--- config.mk ---
export PLATFORM = sky130hd
export DESIGN_NAME = sensor_hub_mux
export DESIGN_NICKNAME = d
export VERILOG_FILES = /design/src/rtl/sensor_hub_mux.sv
export SDC_FILE = /design/constraint.sdc
export NUM_CORES = 1
export LEC_CHECK = 0
export BUFFER_PORTS_ARGS = -buffer_cell sky130_fd_sc_hd__buf_2
export CORE_MARGIN = 1.5
export CORE_UTILIZATION = 46
export DETAILED_ROUTE_END_ITERATION = 10
export MAX_ROUTING_LAYER = met4
export PLACE_DENSITY = 0.76
export REMOVE_ABC_BUFFERS = 1
export SLEW_MARGIN = 20
export SYNTH_ARGS = -nofsm -noshare
export SYNTH_HDL_FRONTEND = slang
export SYNTH_SLANG_ARGS = --single-unit
--- constraint.sdc ---
create_clock -name clk -period 1.7 [get_ports clk]
set_input_delay 0.34 -clock clk [delete_from_list [all_inputs] [get_ports clk]]
set_output_delay 0.34 -clock clk [all_outputs]
set_load 0.01 [all_outputs]
--- src/rtl/sensor_hub_mux.sv ---
// sensor_hub_mux: NUM_CH sensor/clock channels onto one FND and one UART.
// Selection by load/next/auto-rotate; round-robin packet-locked TX arbiter.
module sensor_hub_mux #(
  parameter int NUM_CH      = 4,
  parameter int CH_W        = 2,
  parameter int AUTO_PERIOD = 200_000_000,
  parameter int TX_TIMEOUT  = 1_000_000
) (
  input  logic                clk,
  input  logic                reset,
  input  logic [CH_W-1:0]     i_sel,
  input  logic                i_sel_load,
  input  logic                i_next,
  input  logic                i_auto_en,
  input  logic                i_start,
  output logic [NUM_CH-1:0]   o_start,
  input  logic [NUM_CH*8-1:0] i_fnd_data,
  input  logic [NUM_CH*4-1:0] i_fnd_com,
  output logic [7:0]          o_fnd_data,
  output logic [3:0]          o_fnd_com,
  output logic [CH_W-1:0]     o_sel,
  input  logic [NUM_CH-1:0]   i_tx_valid,
  input  logic [NUM_CH*8-1:0] i_tx_data,
  input  logic [NUM_CH-1:0]   i_tx_last,
  output logic [NUM_CH-1:0]   o_tx_ready,
  output logic                o_uart_valid,
  output logic [7:0]          o_uart_data,
  input  logic                i_uart_ready,
  output logic [NUM_CH-1:0]   o_grant
);

  localparam int AW = $clog2(AUTO_PERIOD + 1);
  localparam int TW = $clog2(TX_TIMEOUT + 1);
  localparam logic [CH_W-1:0] LP_LAST = CH_W'(NUM_CH - 1);
  localparam logic [CH_W:0]   LP_NUM  = (CH_W+1)'(NUM_CH);
  localparam logic [AW-1:0]   LP_AEND = AW'(AUTO_PERIOD - 1);
  localparam logic [TW-1:0]   LP_TEND = TW'(TX_TIMEOUT - 1);

  typedef enum logic {
    ST_IDLE,
    ST_LOCK
  } tx_state_t;

  logic [CH_W-1:0]   r_sel;
  logic [AW-1:0]     r_auto_cnt;
  logic [7:0]        r_fnd_data;
  logic [3:0]        r_fnd_com;
  logic [NUM_CH-1:0] r_start;

  tx_state_t         r_state;
  logic [CH_W-1:0]   r_owner;
  logic [CH_W-1:0]   r_last;
  logic [NUM_CH-1:0] r_grant;
  logic [TW-1:0]     r_stall;

  logic              w_load_ok;
  logic [CH_W-1:0]   w_sel_nxt;
  logic [NUM_CH-1:0] w_sel_oh;
  logic [7:0]        w_fnd_data;
  logic [3:0]        w_fnd_com;

  logic              w_pick_ok;
  logic [CH_W-1:0]   w_pick;
  logic [NUM_CH-1:0] w_pick_oh;
  logic [CH_W:0]     w_sum;
  logic              w_lock;
  logic              w_own_valid;
  logic              w_own_last;
  logic [7:0]        w_own_data;
  logic              w_xfer;

  assign w_load_ok = i_sel_load && ({1'b0, i_sel} < LP_NUM);
  // Wrap at NUM_CH-1 so non-power-of-two counts never visit unused codes
  assign w_sel_nxt = (r_sel == LP_LAST) ? '0 : r_sel + CH_W'(1);

  always_comb begin
    w_sel_oh   = '0;
    w_fnd_data = 8'hFF;
    w_fnd_com  = 4'hF;
    for (int k = 0; k < NUM_CH; k++) begin
      if (r_sel == CH_W'(k)) begin
        w_sel_oh[k] = 1'b1;
        w_fnd_data  = i_fnd_data[8*k +: 8];
        w_fnd_com   = i_fnd_com[4*k +: 4];
      end
    end
  end

  always_ff @(posedge clk) begin
    if (reset) begin
      r_sel      <= '0;
      r_auto_cnt <= '0;
    end else if (w_load_ok) begin
      r_sel      <= i_sel;
      r_auto_cnt <= '0;
    end else if (i_next) begin
      r_sel      <= w_sel_nxt;
      r_auto_cnt <= '0;
    end else if (!i_auto_en) begin
      r_auto_cnt <= '0;
    end else if (r_auto_cnt == LP_AEND) begin
      r_sel      <= w_sel_nxt;
      r_auto_cnt <= '0;
    end else begin
      r_auto_cnt <= r_auto_cnt + AW'(1);
    end
  end

  // Display and start both use the pre-update selection
  always_ff @(posedge clk) begin
    if (reset) begin
      r_fnd_data <= 8'hFF;
      r_fnd_com  <= 4'hF;
      r_start    <= '0;
    end else begin
      r_fnd_data <= w_fnd_data;
      r_fnd_com  <= w_fnd_com;
      r_start    <= i_start ? w_sel_oh : '0;
    end
  end

  // Walk downward so the first requester after r_last wins
  always_comb begin
    w_pick_ok = 1'b0;
    w_pick    = '0;
    w_sum     = '0;
    for (int i = NUM_CH; i >= 1; i--) begin
      w_sum = {1'b0, r_last} + (CH_W+1)'(i);
      if (w_sum >= LP_NUM) w_sum = w_sum - LP_NUM;
      if (i_tx_valid[w_sum[CH_W-1:0]]) begin
        w_pick_ok = 1'b1;
        w_pick    = w_sum[CH_W-1:0];
      end
    end
  end

  always_comb begin
    w_pick_oh   = '0;
    w_own_data  = '0;
    w_own_valid = 1'b0;
    w_own_last  = 1'b0;
    for (int k = 0; k < NUM_CH; k++) begin
      w_pick_oh[k] = (w_pick == CH_W'(k));
      if (r_owner == CH_W'(k)) begin
        w_own_data  = i_tx_data[8*k +: 8];
        w_own_valid = i_tx_valid[k];
        w_own_last  = i_tx_last[k];
      end
    end
  end

  assign w_lock = (r_state == ST_LOCK);
  assign w_xfer = w_lock && w_own_valid && i_uart_ready;

  always_ff @(posedge clk) begin
    if (reset) begin
      r_state <= ST_IDLE;
      r_owner <= '0;
      r_last  <= LP_LAST;
      r_grant <= '0;
      r_stall <= '0;
    end else begin
      case (r_state)
        ST_IDLE: begin
          r_stall <= '0;
          if (w_pick_ok) begin
            r_owner <= w_pick;
            r_grant <= w_pick_oh;
            r_state <= ST_LOCK;
          end
        end
        ST_LOCK: begin
          if (w_xfer && w_own_last) begin
            r_last  <= r_owner;
            r_grant <= '0;
            r_stall <= '0;
            r_state <= ST_IDLE;
          end else if (w_own_valid) begin
            r_stall <= '0;
          end else if (r_stall == LP_TEND) begin
            r_last  <= r_owner;
            r_grant <= '0;
            r_stall <= '0;
            r_state <= ST_IDLE;
          end else begin
            r_stall <= r_stall + TW'(1);
          end
        end
        default: r_state <= ST_IDLE;
      endcase
    end
  end

  assign o_sel        = r_sel;
  assign o_fnd_data   = r_fnd_data;
  assign o_fnd_com    = r_fnd_com;
  assign o_start      = r_start;
  assign o_grant      = r_grant;
  assign o_uart_valid = w_lock && w_own_valid;
  assign o_uart_data  = o_uart_valid ? w_own_data : 8'h00;
  assign o_tx_ready   = (w_lock && i_uart_ready) ? r_grant : '0;

endmodule

==> flow_summary.toml <==
[outcome]
status = "complete, but fails checks"
violations = "negative setup slack"

[sta]
clock_skew_ns = 0.00790
rsz0062_at_grt = "true"
worst_slack_ns = -0.248
hold_viol = 0
worst_pin_slew_ns = 0.396
final.setup.tns_ns = -6.29
hold_ws_ns = 0.220
post-route-period-util = 1.15
max-slew-margin-rel = 0.736
slew_viol_final = 0
min_period_ns = 1.95
fmax_mhz = 513
setup_viol = 32

[synthesis]
synth-seq-cells = 75
yosys_warnings = 0
ys_types = 45
syn_inst = 473
synth_area_um2 = 4050
avgSynthCellArea_um2 = 8.56
yosysSeqAreaShare = 0.371

[layout]
nFillCells = 702
drive_above_1_share = 0.384
diodes = 0
syn2layout_area_growth_pct = 39.0
fin_util = 0.651
final_nets = 752

[route]
vias_per_cell = 5.41
routedWlPerCell_um = 14.7
detail-route-antenna-nets = 0
wl_um = 11200
drt_iter0_drc = 169
drc = 0
routed-via-count = 4126
drtPass1Iterations = 4

[cts]
cts_hold_buf = 0
tritoncts = "yes"
numCtsBuffers = 9
clk_latency_ns = 0.34
cts_htree_levels = 3
cts_buffer_depth = 2
cts.sinks = 75
path_clk_slew_ns = 0.08
cts-root-buf = "clkbuf_8"

[power_and_ir_drop]
power_leakage_nw = 2.33
irDropWorstVdd_v = 0.000471
power_density_nw_per_um2 = 715
finalPower_w = 0.00402

[floorplanning]
io_pins = 132
die_y_um = 96.8
die_x_um = 96.8
die-area_um2 = 9370
core_region_area_um2 = 8640
start_util = 0.469
rows = 34

[job]
maxCapViolCount = 0

[hold_path]
worstHoldPathType = "in -> reg"

[placement]
hpwl_um = 8000
pre_cts_ws_ns = -0.0798
gp_congestion = 0.927
io_buffers = 131

[critical_path]
crit_fanout = 6
r2r-start = "r_owner[0]"
path_cells = "buf_8 > mux4_2 > nor2b_1 > buf_2"
rrSetupSlack_ns = -0.23
required_ns = 1.36
crit_path_start_kind = "flip-flop"
crit_type = "reg -> out"
reg2reg_to = "r_stall[14]"
r2r_cells = 8
path_delay_family = "multiplexers"
slowest_delay_ns = 0.50
endpoint_kind = "primary output"
crit_cells = 4
crit_slowest_cell = "mux4_2"
startpoint = "r_owner[0]"
cp.arrival_ns = 1.61
worstSetupEndpoint = "o_uart_data[7]"
cp_num_buf_inv = 2

[grt]
grt_overflow_total = 0
first_global_vias = 4096
grt_pass1_wl_um = 18100
antenna_found_initial = 0
grt_start_max_net_pins = 34
grt_usage = 0.239
synth_stat cells:
library cell  number  area share
dfxtp_1           75        0.37
nor2_1            58       0.054
nand2_1           38       0.035
nand2b_1          24       0.037
xor2_1            21       0.045
mux2i_1           19       0.047
and3_1            17       0.026
xnor2_1           17       0.037
nand3_1           16       0.020
o21ai_0           16       0.020
inv_1             14       0.013
nand4_1           14       0.022
nor2b_1           13       0.020
o22ai_1           13       0.020
a21oi_1           11       0.014
clkbuf_1          11       0.010
nor3_1            10       0.012
and2_1             9       0.014
mux4_2             9       0.050
nor4_1             9       0.014
buf_2              7      0.0087
and4_1             6       0.013
ha_1               6       0.019
a31oi_1            4      0.0062
o32ai_1            4      0.0087
or3_1              4      0.0062
buf_6              3      0.0083
o21ai_1            3      0.0037
a211oi_1           2      0.0037
nor4b_1            2      0.0043
o21bai_1           2      0.0037
or2_1              2      0.0031
or4_1              2      0.0037
a211o_1            1      0.0022
a21o_1             1      0.0019
a41oi_1            1      0.0022
and4b_1            1      0.0025
buf_1              1     0.00093
mux2_2             1      0.0028
nor3_2             1      0.0025
o211a_1            1      0.0025
o21ai_4            1      0.0040
o221ai_1           1      0.0022
o22a_1             1      0.0022
or2_0              1      0.0015
final cells by class:
cell class | count | area (um2) | area share
repair inverters | 1 | 7.51 | 0.00133
clock inverters | 2 | 35.0 | 0.00623
inverters | 14 | 56.3 | 0.0100
repair buffers | 186 | 1190 | 0.211
well taps | 108 | 135 | 0.0240
clock buffers | 14 | 153 | 0.0271
flip-flops and latches | 75 | 1510 | 0.269
multi-input cells | 362 | 2540 | 0.451
through the flow:
stage / std cells / area [um2]
after floorplan: 451 / 3930
after global placement: 737 / 5100
after detailed placement: 737 / 5100
after CTS: 761 / 5510
after global routing: 762 / 5630
final: 762 / 5630
report_power, final:
group / internal [W] / switching [W]
combinational: 0.000427 / 0.000398
clock: 0.000720 / 0.000623
sequential: 0.00182 / 0.0000320
total: 0.00297 / 0.00105
worst reg2reg max path: cells and delay by family, from the launching register on:
| kind | cells | cell delay (ns) |
|---|---|---|
| AOI/OAI and AO/OA | 1 | 0.20 |
| buffers and inverters | 3 | 0.38 |
| DFF | 1 | 0.37 |
| muxes | 1 | 0.52 |
| and+or+nand+nor | 3 | 0.39 |
placed cells by master, fill, tap and decap left out, drive strengths merged, types with 2 or more instances in the layout:
cell and instances:
a211oi 2, a21oi 11, a31oi 4, and2 9, and3 17, and4 6
buf 185, clkbuf 14, clkinvlp 2, dfxtp 75, ha 6, inv 13
mux2i 19, mux4 9, nand2 38, nand2b 24, nand3 16, nand4 14
nor2 58, nor2b 13, nor3 11, nor4 9, nor4b 2, o21ai 20
o21bai 2, o22ai 13, o32ai 4, or2 3, or3 4, or4 2
xnor2 17, xor2 21
cells by family (layout without fill, tap and decap cells):
| group | Yosys count | after routing | synth area share |
|---|---|---|---|
| buffers and inverters | 36 | 217 | 0.0411 |
| flip-flops | 75 | 75 | 0.371 |
| multiplexers | 29 | 29 | 0.0998 |
| XOR/XNOR | 38 | 38 | 0.0822 |
| AO/OA/AOI/OAI | 62 | 62 | 0.0964 |
| AND/OR/NAND/NOR | 227 | 227 | 0.291 |
| adder cells (fa/ha/maj) | 6 | 6 | 0.0185 |
layer usage:
layer  vias up  track usage  wire [um]
met2       137        0.428       5930
met4         0       0.0959        269
met3        29       0.0520        523
li1       2024            -          -
met1      1936        0.256       4470
met5         -            -          0
flip-flops by register name, indices dropped and copies added, names as in the netlist, 2 cells and up:
name / cells
r_auto_cnt: 28
r_stall: 20
o_fnd_data: 8
o_fnd_com: 4
o_grant: 4
o_start: 4
o_sel: 2
r_last: 2
r_owner: 2
what timing repair did:
action	CTS	global route
gates cloned	4	1
endpoints found under the hold margin	0	0
pin swaps	1	3
setup endpoints to repair	37	73
buffers inserted	4	0
gates resized for setup	27	32
how the worst min path moves through the flow:
stage | startpoint | end | slack (ns) | depth (start not counted)
after floorplan | reset | r_owner[1] | 0.41 | 1
after global placement | r_stall[0] | r_stall[0] | 0.42 | 1
after detailed placement | r_stall[0] | r_stall[0] | 0.44 | 1
after CTS | i_fnd_com[13] | o_fnd_com[1] | 0.21 | 3
after global routing | i_fnd_data[24] | o_fnd_data[0] | 0.20 | 3
final | i_fnd_com[13] | o_fnd_com[1] | 0.22 | 3
(Power assumes the default switching activity.)
